--- src/rtl/paicore_xfer_sched_if.sv ---
// Host/engine-facing bundle for the PAICORE transfer phase scheduler.
// Master drives configuration and engine pulses; slave is the scheduler itself.
interface paicore_xfer_sched_if #(
  parameter int unsigned All_Channel = 4,
  parameter int unsigned CNT_W       = 32,
  parameter int unsigned GUARD_W     = 8
);
  logic                   start;
  logic                   abort;
  logic [All_Channel-1:0] send_mask;
  logic                   recv_en;
  logic [CNT_W-1:0]       n_timestep;
  logic [GUARD_W-1:0]     guard_cycles;
  logic [CNT_W-1:0]       rx_timeout;
  logic                   tx_done;
  logic                   rx_done;
  logic [All_Channel-1:0] oen;
  logic                   send_go;
  logic                   recv_go;
  logic                   busy;
  logic                   done;
  logic                   aborted;
  logic                   timeout_flag;
  logic [CNT_W-1:0]       step_cnt;
  logic [2:0]             state;

  modport master (
    output start, abort, send_mask, recv_en, n_timestep, guard_cycles, rx_timeout,
    output tx_done, rx_done,
    input  oen, send_go, recv_go, busy, done, aborted, timeout_flag, step_cnt, state
  );

  modport slave (
    input  start, abort, send_mask, recv_en, n_timestep, guard_cycles, rx_timeout,
    input  tx_done, rx_done,
    output oen, send_go, recv_go, busy, done, aborted, timeout_flag, step_cnt, state
  );
endinterface

--- src/rtl/paicore_xfer_sched.sv ---
// Timestep phase scheduler: SEND -> guard -> RECV -> guard, with pad direction control,
// receive timeout and done/abort reporting. All outputs are registered from next state.
module paicore_xfer_sched #(
  parameter int unsigned All_Channel = 4,
  parameter int unsigned CNT_W       = 32,
  parameter int unsigned GUARD_W     = 8
) (
  input  logic                 s_axis_aclk,
  input  logic                 s_axis_aresetn,
  paicore_xfer_sched_if.slave  bus
);

  localparam logic [2:0] StIdle    = 3'd0;
  localparam logic [2:0] StSend    = 3'd1;
  localparam logic [2:0] StGuardTx = 3'd2;
  localparam logic [2:0] StRecv    = 3'd3;
  localparam logic [2:0] StGuardRx = 3'd4;
  localparam logic [2:0] StDone    = 3'd5;

  logic [2:0]             state_q, state_d;
  logic [All_Channel-1:0] mask_q, mask_d;
  logic                   recv_en_q, recv_en_d;
  logic [CNT_W-1:0]       n_ts_q, n_ts_d;
  logic [GUARD_W-1:0]     guard_len_q, guard_len_d;
  logic [CNT_W-1:0]       tmo_q, tmo_d;
  logic [GUARD_W-1:0]     guard_cnt_q, guard_cnt_d;
  logic [CNT_W-1:0]       rx_cnt_q, rx_cnt_d;
  logic [CNT_W-1:0]       step_q, step_d;
  logic                   tflag_q, tflag_d;
  logic                   abort_hit;

  logic [All_Channel-1:0] oen_q;
  logic                   send_go_q, recv_go_q, busy_q, done_q, aborted_q;

  logic [GUARD_W-1:0] guard_term;
  logic [CNT_W-1:0]   step_inc;

  // Guard of 0 behaves as 1 cycle: terminal count is 0 in both cases.
  assign guard_term = (guard_len_q == '0) ? '0 : guard_len_q - GUARD_W'(1);
  assign step_inc   = step_q + CNT_W'(1);

  always_comb begin
    state_d     = state_q;
    mask_d      = mask_q;
    recv_en_d   = recv_en_q;
    n_ts_d      = n_ts_q;
    guard_len_d = guard_len_q;
    tmo_d       = tmo_q;
    guard_cnt_d = guard_cnt_q;
    rx_cnt_d    = rx_cnt_q;
    step_d      = step_q;
    tflag_d     = tflag_q;
    abort_hit   = 1'b0;

    if (state_q != StIdle && bus.abort) begin
      state_d   = StIdle;
      abort_hit = 1'b1;
    end else begin
      unique case (state_q)
        StIdle: begin
          if (bus.start) begin
            mask_d      = bus.send_mask;
            recv_en_d   = bus.recv_en;
            n_ts_d      = bus.n_timestep;
            guard_len_d = bus.guard_cycles;
            tmo_d       = bus.rx_timeout;
            step_d      = '0;
            tflag_d     = 1'b0;
            state_d     = (bus.n_timestep == '0) ? StDone : StSend;
          end
        end
        StSend: begin
          if (bus.tx_done) begin
            guard_cnt_d = '0;
            state_d     = StGuardTx;
          end
        end
        StGuardTx: begin
          if (guard_cnt_q == guard_term) begin
            if (recv_en_q) begin
              rx_cnt_d = '0;
              state_d  = StRecv;
            end else begin
              step_d  = step_inc;
              state_d = (step_inc == n_ts_q) ? StDone : StSend;
            end
          end else begin
            guard_cnt_d = guard_cnt_q + GUARD_W'(1);
          end
        end
        StRecv: begin
          if (bus.rx_done) begin
            guard_cnt_d = '0;
            state_d     = StGuardRx;
          end else if (tmo_q != '0 && rx_cnt_q == tmo_q - CNT_W'(1)) begin
            tflag_d = 1'b1;
            state_d = StDone;
          end else begin
            rx_cnt_d = rx_cnt_q + CNT_W'(1);
          end
        end
        StGuardRx: begin
          if (guard_cnt_q == guard_term) begin
            step_d  = step_inc;
            state_d = (step_inc == n_ts_q) ? StDone : StSend;
          end else begin
            guard_cnt_d = guard_cnt_q + GUARD_W'(1);
          end
        end
        StDone:  state_d = StIdle;
        default: state_d = StIdle;
      endcase
    end
  end

  always_ff @(posedge s_axis_aclk or negedge s_axis_aresetn) begin
    if (!s_axis_aresetn) begin
      state_q     <= StIdle;
      mask_q      <= '0;
      recv_en_q   <= 1'b0;
      n_ts_q      <= '0;
      guard_len_q <= '0;
      tmo_q       <= '0;
      guard_cnt_q <= '0;
      rx_cnt_q    <= '0;
      step_q      <= '0;
      tflag_q     <= 1'b0;
      oen_q       <= '0;
      send_go_q   <= 1'b0;
      recv_go_q   <= 1'b0;
      busy_q      <= 1'b0;
      done_q      <= 1'b0;
      aborted_q   <= 1'b0;
    end else begin
      state_q     <= state_d;
      mask_q      <= mask_d;
      recv_en_q   <= recv_en_d;
      n_ts_q      <= n_ts_d;
      guard_len_q <= guard_len_d;
      tmo_q       <= tmo_d;
      guard_cnt_q <= guard_cnt_d;
      rx_cnt_q    <= rx_cnt_d;
      step_q      <= step_d;
      tflag_q     <= tflag_d;
      // Pads drive only in SEND, so oen and recv_go can never overlap.
      oen_q       <= (state_d == StSend) ? mask_d : '0;
      send_go_q   <= (state_d == StSend);
      recv_go_q   <= (state_d == StRecv);
      busy_q      <= (state_d != StIdle);
      done_q      <= (state_d == StDone);
      aborted_q   <= abort_hit;
    end
  end

  assign bus.oen          = oen_q;
  assign bus.send_go      = send_go_q;
  assign bus.recv_go      = recv_go_q;
  assign bus.busy         = busy_q;
  assign bus.done         = done_q;
  assign bus.aborted      = aborted_q;
  assign bus.timeout_flag = tflag_q;
  assign bus.step_cnt     = step_q;
  assign bus.state        = state_q;

endmodule

--- src/flat_wrapper.sv ---
// flat-port wrapper written by rule: the top's interface ports become plain ports
module paicore_xfer_sched_flat 
#(
  parameter int unsigned All_Channel = 4,
  parameter int unsigned CNT_W       = 32,
  parameter int unsigned GUARD_W     = 8
)
  (s_axis_aclk, s_axis_aresetn, bus_start, bus_abort, bus_send_mask, bus_recv_en, bus_n_timestep, bus_guard_cycles, bus_rx_timeout, bus_tx_done, bus_rx_done, bus_oen, bus_send_go, bus_recv_go, bus_busy, bus_done, bus_aborted, bus_timeout_flag, bus_step_cnt, bus_state);
  paicore_xfer_sched_if #(.All_Channel(All_Channel), .CNT_W(CNT_W), .GUARD_W(GUARD_W)) bus_i ();
  input  logic s_axis_aclk;
  input  logic s_axis_aresetn;
  input wire logic [$bits(bus_i.start)-1:0] bus_start;
  input wire logic [$bits(bus_i.abort)-1:0] bus_abort;
  input wire logic [$bits(bus_i.send_mask)-1:0] bus_send_mask;
  input wire logic [$bits(bus_i.recv_en)-1:0] bus_recv_en;
  input wire logic [$bits(bus_i.n_timestep)-1:0] bus_n_timestep;
  input wire logic [$bits(bus_i.guard_cycles)-1:0] bus_guard_cycles;
  input wire logic [$bits(bus_i.rx_timeout)-1:0] bus_rx_timeout;
  input wire logic [$bits(bus_i.tx_done)-1:0] bus_tx_done;
  input wire logic [$bits(bus_i.rx_done)-1:0] bus_rx_done;
  output wire logic [$bits(bus_i.oen)-1:0] bus_oen;
  output wire logic [$bits(bus_i.send_go)-1:0] bus_send_go;
  output wire logic [$bits(bus_i.recv_go)-1:0] bus_recv_go;
  output wire logic [$bits(bus_i.busy)-1:0] bus_busy;
  output wire logic [$bits(bus_i.done)-1:0] bus_done;
  output wire logic [$bits(bus_i.aborted)-1:0] bus_aborted;
  output wire logic [$bits(bus_i.timeout_flag)-1:0] bus_timeout_flag;
  output wire logic [$bits(bus_i.step_cnt)-1:0] bus_step_cnt;
  output wire logic [$bits(bus_i.state)-1:0] bus_state;
  assign bus_i.start = bus_start;
  assign bus_i.abort = bus_abort;
  assign bus_i.send_mask = bus_send_mask;
  assign bus_i.recv_en = bus_recv_en;
  assign bus_i.n_timestep = bus_n_timestep;
  assign bus_i.guard_cycles = bus_guard_cycles;
  assign bus_i.rx_timeout = bus_rx_timeout;
  assign bus_i.tx_done = bus_tx_done;
  assign bus_i.rx_done = bus_rx_done;
  assign bus_oen = bus_i.oen;
  assign bus_send_go = bus_i.send_go;
  assign bus_recv_go = bus_i.recv_go;
  assign bus_busy = bus_i.busy;
  assign bus_done = bus_i.done;
  assign bus_aborted = bus_i.aborted;
  assign bus_timeout_flag = bus_i.timeout_flag;
  assign bus_step_cnt = bus_i.step_cnt;
  assign bus_state = bus_i.state;
  paicore_xfer_sched #(.All_Channel(All_Channel), .CNT_W(CNT_W), .GUARD_W(GUARD_W)) u_core (.s_axis_aclk(s_axis_aclk), .s_axis_aresetn(s_axis_aresetn), .bus(bus_i));
endmodule
--- config.mk ---
export PLATFORM = sky130hd
export DESIGN_NAME = paicore_xfer_sched_flat
export DESIGN_NICKNAME = d
export VERILOG_FILES = /design/src/rtl/paicore_xfer_sched_if.sv /design/src/rtl/paicore_xfer_sched.sv /design/src/flat_wrapper.sv
export SDC_FILE = /design/constraint.sdc
export NUM_CORES = 1
export LEC_CHECK = 0
export CAP_MARGIN = 20
export CORE_ASPECT_RATIO = 0.5
export CORE_MARGIN = 3
export CORE_UTILIZATION = 49
export CTS_CLUSTER_DIAMETER = 50
export DETAILED_ROUTE_END_ITERATION = 12
export HOLD_SLACK_MARGIN = 0.08
export PLACE_DENSITY = 0.82
export SLEW_MARGIN = 30
export SYNTH_ARGS = -nofsm -noshare
export SYNTH_HDL_FRONTEND = slang
export SYNTH_SLANG_ARGS = --single-unit
--- constraint.sdc ---
create_clock -name s_axis_aclk -period 4.34 [get_ports s_axis_aclk]
set_input_delay 0.868 -clock s_axis_aclk [delete_from_list [all_inputs] [get_ports s_axis_aclk]]
set_output_delay 0.868 -clock s_axis_aclk [all_outputs]
set_load 0.1 [all_outputs]
==> flow_summary_export.csv, run 1 <==
group,metric,value,unit
outcome,status,"finished clean",
yosys,yosys_register_bits,162,
timing,slew_violations,0,
grt,met2_usage,0.417,
finish,antenna_cells,0,
timing,setup_tns,0,ps
yosys,synth.most_common_cell,"nand2_1",
grt,gr-total-overflow,0,
finish,nFillCells,1716,
detailed_routing,antenna_left,0,
pwr,peakVddDrop,0.305,mV
clock_network,cts_tree,"yes",
hold_path,hp-class,"primary input to async pin",
grt,antenna_found_initial,0,
critical_path,path_max_fanout,14,
detailed_routing,routed_via_density,6.11,
timing,rsz0062_at_grt,"false",
critical_path,endpoint_kind,"flop",
critical_path,cp_num_buf_inv,1,
timing,min_period,3890,ps
yosys,yosys.area.top_type,"dfrtp_1",
pwr,power.density,567,mW/mm^2
pwr,p_leak,4.97,nW
timing,fmax,257,MHz
timing,relSlewSlack,0.316,
clock_network,cts.path.max_buffers,2,
floorplan,core_area,0.0199,mm^2
grt,grt_max_degree,91,
flow_run,cap_viol_max_count,0,
yosys,synth_top_flop_cell,"dfrtp_1",
yosys,syn_nets,1313,
grt,grt_pass1_vias,9251,
finish,nets,1398,
grt,busiest_layer,"met2",
yosys,ys_seq_area_frac,0.401,
yosys,synth_edf_count,0,
timing,fin_skew,11.6,ps
critical_path,path_delay_family,"simple AND/OR/NAND/NOR gates",
critical_path,cp.required,4690,ps
placement,place_area,0.0115,mm^2
yosys,synth_top_area_share,0.401,
finish,stdcell_count,1589,
floorplan,pin_count,128,
yosys,netlist_area,0.0101,mm^2
detailed_routing,num_vias,9713,
timing,hold_viol_final,0,
finish,multiInputGateArea,0.00566,mm^2
yosys,synth_top_family_by_area,"simple AND/OR/NAND/NOR gates",
placement,dp_slack,539,ps
detailed_routing,first_iter_violations,821,
clock_network,postCtsSetupRepairBufs,0,
finish,final_area,0.0121,mm^2
yosys,synth_compound_area_frac,0.152,
clock_network,cts_made_buffers,17,
floorplan,die_height,108,um
finish,drive_gt1_frac,0.0559,
detailed_routing,drt_wl_total,28300,um
floorplan,die_area,0.0225,mm^2
timing,setup_viol,0,
yosys,synth_xor_area_frac,0.0762,
yosys,avgSynthCellArea,8.25,um^2
floorplan,initial_utilization,0.509,
critical_path,start_kind,"flop",
detailed_routing,dr.pass1.iters,5,
placement,numPlacedInstances,1557,
yosys,synth_common_cells,"nand2_1, dfrtp_1, xnor2_1",
clock_network,cts_resized,0,
critical_path,cp_slowest_stage_delay,810,ps
placement,hpwl,19700,um
clock_network,clkSinkCount,162,
yosys,yosys-top-cells-area,"dfrtp_1, nand2_1, xnor2_1",
critical_path,criticalPathCategory,"flop to flop",
yosys,synth_cell_types,73,
yosys,yosys.area_share.simple,0.317,
yosys,ys_warn_count,0,
critical_path,arrival,4240,ps
critical_path,crit_chain,"inv_1 > ha_1 > or4b_4 > o211ai_2 > nor4b_2 > o2111ai_2 > or2_4 > or4_1 > or3_4 > o31ai_1",
yosys,synth-adder-area-share,0.00718,
yosys,syn_inst,1225,
clock_network,path_clk_slew,70,ps
floorplan,rows,36,
placement,gp_congestion,0.936,
clock_network,root_buffer,"clkbuf_16",
timing,timing.final.ws_setup,451,ps
floorplan,dieWidth,209,um
clock_network,clock_latency,450,ps
timing,tightest_slew,1020,ps
yosys,ys_async_sr_fraction,1.00,
placement,io_buffer_count,127,
grt,use_met3,0.0498,
grt,grt_first_pass_wirelength,46500,um
timing,period_share,0.896,
finish,area_delta_synth_final,19.7,%
timing,hold_ws,448,ps
critical_path,critPathSlowestCell,"or4_1",
finish,seq_area,0.00405,mm^2
clock_network,cts_hold_buf,0,
grt,use_met1,0.330,
grt,grt_use_total,0.252,
clock_network,cts_max_level,4,
detailed_routing,route.detailed.drc,0,
yosys,synth.area.mux_share,0.00742,
detailed_routing,wl_per_cell,17.8,um
==> worst paths after layout <==
| kind | from | depth (start not counted) | to | slack (ps) |
|---|---|---|---|---|
| worst max-delay path | u_core.guard_len_q[0] | 10 | u_core.bus.step_cnt[14] | 450 |
| min in group s_axis_aclk | u_core.mask_q[1] | 2 | u_core.mask_q[1] | 480 |
| worst min register to register | u_core.mask_q[1] | 2 | u_core.mask_q[1] | 480 |
| worst max register to register | u_core.guard_len_q[0] | 10 | u_core.bus.step_cnt[14] | 450 |
| worst min-delay path | s_axis_aresetn | 1 | u_core.rx_cnt_q[28] | 450 |
| max in group asynchronous | s_axis_aresetn | 2 | u_core.n_ts_q[20] | 2950 |
==> cell families (layout without fill, tap and decap cells) <==
family | Yosys count | after routing
XOR/XNOR | 88 | 88
multiplexers | 7 | 7
buffers and inverters | 96 | 194
adder cells (fa/ha/maj) | 6 | 6
flip-flops | 162 | 162
AND/OR/NAND/NOR | 630 | 630
AO/OA/AOI/OAI | 236 | 236
==> where the power goes <==
group / leakage (nW) / total, mW / internal, mW / switching (mW)
Sequential: 2.13 / 2.49 / 1.92 / 0.570
Clock: 0.286 / 1.56 / 0.861 / 0.696
Combinational: 2.55 / 2.82 / 1.08 / 1.74
==> registers in the layout (all words and copies together) (netlist names) <==
| signal | cells |
|---|---|
| u_core.bus.aborted | 1 |
| u_core.bus.busy | 1 |
| u_core.bus.done | 1 |
| u_core.bus.oen | 4 |
| u_core.bus.recv_go | 1 |
| u_core.bus.send_go | 1 |
| u_core.bus.state | 3 |
| u_core.bus.step_cnt | 32 |
| u_core.bus.timeout_flag | 1 |
| u_core.guard_cnt_q | 8 |
| u_core.guard_len_q | 8 |
| u_core.mask_q | 4 |
| u_core.n_ts_q | 32 |
| u_core.recv_en_q | 1 |
| u_core.rx_cnt_q | 32 |
| u_core.tmo_q | 32 |
==> per-layer routing <==
layer  routed length, um  up-vias
met5                   0        -
met3                1340       50
li1                    -     4604
met1               12400     4741
met4                 661        0
met2               13900      318
==> placed cells by master, fill, tap and decap left out, types with 33 or more instances in the layout <==
| master | synthesis | layout |
|---|---|---|
| o31ai_1 | 44 | 44 |
| nand3_1 | 37 | 37 |
| a21oi_1 | 55 | 55 |
| nand4_1 | 35 | 35 |
| clkdlybuf4s50_1 | 0 | 124 |
| or4_1 | 41 | 41 |
| nor3_1 | 35 | 35 |
| nor4_1 | 33 | 33 |
| nand2_1 | 274 | 273 |
| dfrtp_1 | 162 | 162 |
| nor2_1 | 52 | 52 |
| o21ai_0 | 55 | 55 |
| xnor2_1 | 61 | 61 |
==> final cells by class <==
cell class | instances | share of cell area
clock buffers | 17 | 0.0351
clock inverters | 15 | 0.0139
inverters | 20 | 0.00620
multi-input cells | 967 | 0.468
flip-flops and latches | 162 | 0.335
well taps | 266 | 0.0275
repair buffers | 142 | 0.115
==> through the flow <==
step	utilization	total power, mW
2_1_floorplan	-	4.55
5_1_grt	0.609	7.31
6_report	0.609	6.87
3_3_place_gp	0.580	5.21
4_1_cts	0.610	6.87
3_5_place_dp	0.580	5.29
Note: power is estimated with default switching activity, not from simulation.
==> run 2: changes to the inputs <==
--- a/config.mk
+++ b/config.mk
@@ -8,11 +8,11 @@
 export CAP_MARGIN = 20
 export CORE_ASPECT_RATIO = 0.5
 export CORE_MARGIN = 3
-export CORE_UTILIZATION = 49
+export CORE_UTILIZATION = 57
 export CTS_CLUSTER_DIAMETER = 50
 export DETAILED_ROUTE_END_ITERATION = 12
 export HOLD_SLACK_MARGIN = 0.08
-export PLACE_DENSITY = 0.82
+export PLACE_DENSITY = 0.92
 export SLEW_MARGIN = 30
 export SYNTH_ARGS = -nofsm -noshare
 export SYNTH_HDL_FRONTEND = slang
==> run 2 against run 1 <==
  * Routed wire length is 1.2% higher
  * Critical endpoint unchanged
  * Register-to-register slack better by 80 ps
  * Non-clock buffer count grew 3
  * Clock power is 8% lower
  * Critical path depth unchanged
==> flow_summary_export.csv, run 2 (synthesis results as in run 1) <==
group,metric,value,unit
outcome,status,"finished clean",
grt,grt_first_pass_wirelength,46600,um
clock_network,clkSinkCount,162,
grt,antenna_found_initial,0,
clock_network,clock_latency,440,ps
grt,grt_pass1_vias,9549,
critical_path,criticalPathCategory,"flop to flop",
placement,gp_congestion,0.968,
pwr,internal_power,3.76,mW
finish,drive_gt1_frac,0.0558,
placement,hpwl,19700,um
pwr,swShare,0.447,
floorplan,rows,33,
placement,io_buffer_count,127,
detailed_routing,route.detailed.drc,0,
floorplan,initial_utilization,0.599,
floorplan,die_height,100,um
critical_path,cp.required,4680,ps
timing,relSlewSlack,0.327,
timing,hold_ws,351,ps
clock_network,postCtsSetupRepairBufs,0,
clock_network,root_buffer,"clkbuf_16",
finish,nets,1401,
floorplan,pin_count,128,
clock_network,cts.path.max_buffers,2,
finish,final_common_cell,"nand2_1",
finish,final_cell_mix,"nand2_1, dfrtp_1, clkdlybuf4s50_1",
pwr,power.density,564,mW/mm^2
finish,antenna_cells,0,
clock_network,cts_resized,0,
critical_path,path_max_fanout,15,
timing,rsz0062_at_grt,"false",
timing,fin_skew,15.4,ps
placement,dp_slack,542,ps
timing,slew_violations,0,
critical_path,start_kind,"flop",
clock_network,cts_hold_buf,0,
pwr,power,6.79,mW
detailed_routing,routed_via_density,6.45,
detailed_routing,num_vias,10022,
flow_run,cap_viol_max_count,0,
finish,area_delta_synth_final,19.2,%
floorplan,core_area,0.0169,mm^2
pwr,peakVddDrop,0.423,mV
clock_network,path_clk_slew,70,ps
clock_network,cts_made_buffers,17,
timing,fmax,263,MHz
detailed_routing,first_iter_violations,1028,
clock_network,cts_tree,"yes",
detailed_routing,wl_per_cell,18.4,um
timing,setup_tns,0,ps
pwr,pwr-share-clk,0.212,
timing,tightest_slew,1010,ps
grt,gr-total-overflow,0,
timing,min_period,3810,ps
pwr,p_sw,3.03,mW
detailed_routing,antenna_left,0,
detailed_routing,drt_wl_total,28600,um
pwr,p_comb_frac,0.421,
clock_network,cts_max_level,4,
pwr,pwr-share-seq,0.367,
pwr,p_leak,4.96,nW
finish,nFillCells,1277,
grt,grt_use_total,0.289,
floorplan,dieWidth,194,um
critical_path,endpoint_kind,"flop",
timing,timing.final.ws_setup,533,ps
timing,hold_viol_final,0,
critical_path,arrival,4140,ps
detailed_routing,dr.pass1.iters,6,
grt,grt_max_degree,94,
timing,setup_viol,0,
timing,period_share,0.877,
floorplan,die_area,0.0195,mm^2
hold_path,hp-class,"primary input to async pin",
-- run 2: changes by cell type in the layout (fill, tap and decap cells not counted) --
cell / change
buf_12: -1
clkdlybuf4s50_1: +2
clkbuf_1: +1
inv_8: +2
clkbuf_2: -1
bufinv_16: -2
buf_4: +3
clkinvlp_4: +1
buf_2: -1
inv_6: -2
buf_16: +1
-- run 2: layer usage --
layer / vias to the layer above / global-route usage / share of wire
li1: 4602 / - / -
met1: 4780 / 0.376 / 0.41
met2: 535 / 0.499 / 0.49
met3: 105 / 0.0372 / 0.072
met4: 0 / 0.115 / 0.033
met5: - / 0 / 0
-- run 2: metrics by stage --
stage,area (um^2),cells,utilization
global route,12100,1553,0.714
detailed placement,11500,1520,0.679
finish,12100,1553,0.714
CTS,12000,1552,0.712
floorplan,10100,1225,-
global placement,11500,1520,0.679
-- run 2: path summary, 6_finish.rpt --
kind	end	start	cells past startpoint	slack, ps
worst min register to register	u_core.mask_q[1]	u_core.mask_q[1]	2	490
min in group s_axis_aclk	u_core.mask_q[1]	u_core.mask_q[1]	2	490
worst min-delay path	u_core.n_ts_q[0]	s_axis_aresetn	1	350
max in group asynchronous	u_core.bus.state[2]	s_axis_aresetn	3	2970
worst max-delay path	u_core.bus.step_cnt[14]	u_core.guard_len_q[0]	10	530
worst max register to register	u_core.bus.step_cnt[14]	u_core.guard_len_q[0]	10	530
-- run 2: layout make-up --
cell class | count | area (um^2) | area share
multi-input combinational | 967 | 5660 | 0.470
sequential | 162 | 4050 | 0.336
timing repair buffer | 145 | 1430 | 0.118
clock buffer | 18 | 429 | 0.0356
tap | 227 | 284 | 0.0236
clock inverter | 14 | 120 | 0.00997
inverter | 20 | 75.1 | 0.00623
-- run 2: power by group through the flow --
stage               Sequential, mW  Combinational, mW  Clock, mW
floorplan                     2.58               1.97          0
global placement              2.47               2.71          0
detailed placement            2.49               2.80          0
CTS                           2.47               2.83       1.44
global route                  2.55               3.14       1.51
finish                        2.49               2.86       1.44
-- run 2: worst max-delay path, cell delays in order (launching register included) --
cell       delay (ps)
dfrtp_1           430
inv_1             100
ha_1              260
or4b_4            530
o211ai_2          140
nor4b_2           240
o2111ai_2         230
or2_4             300
or4_1             820
or3_4             450
o31ai_1           210
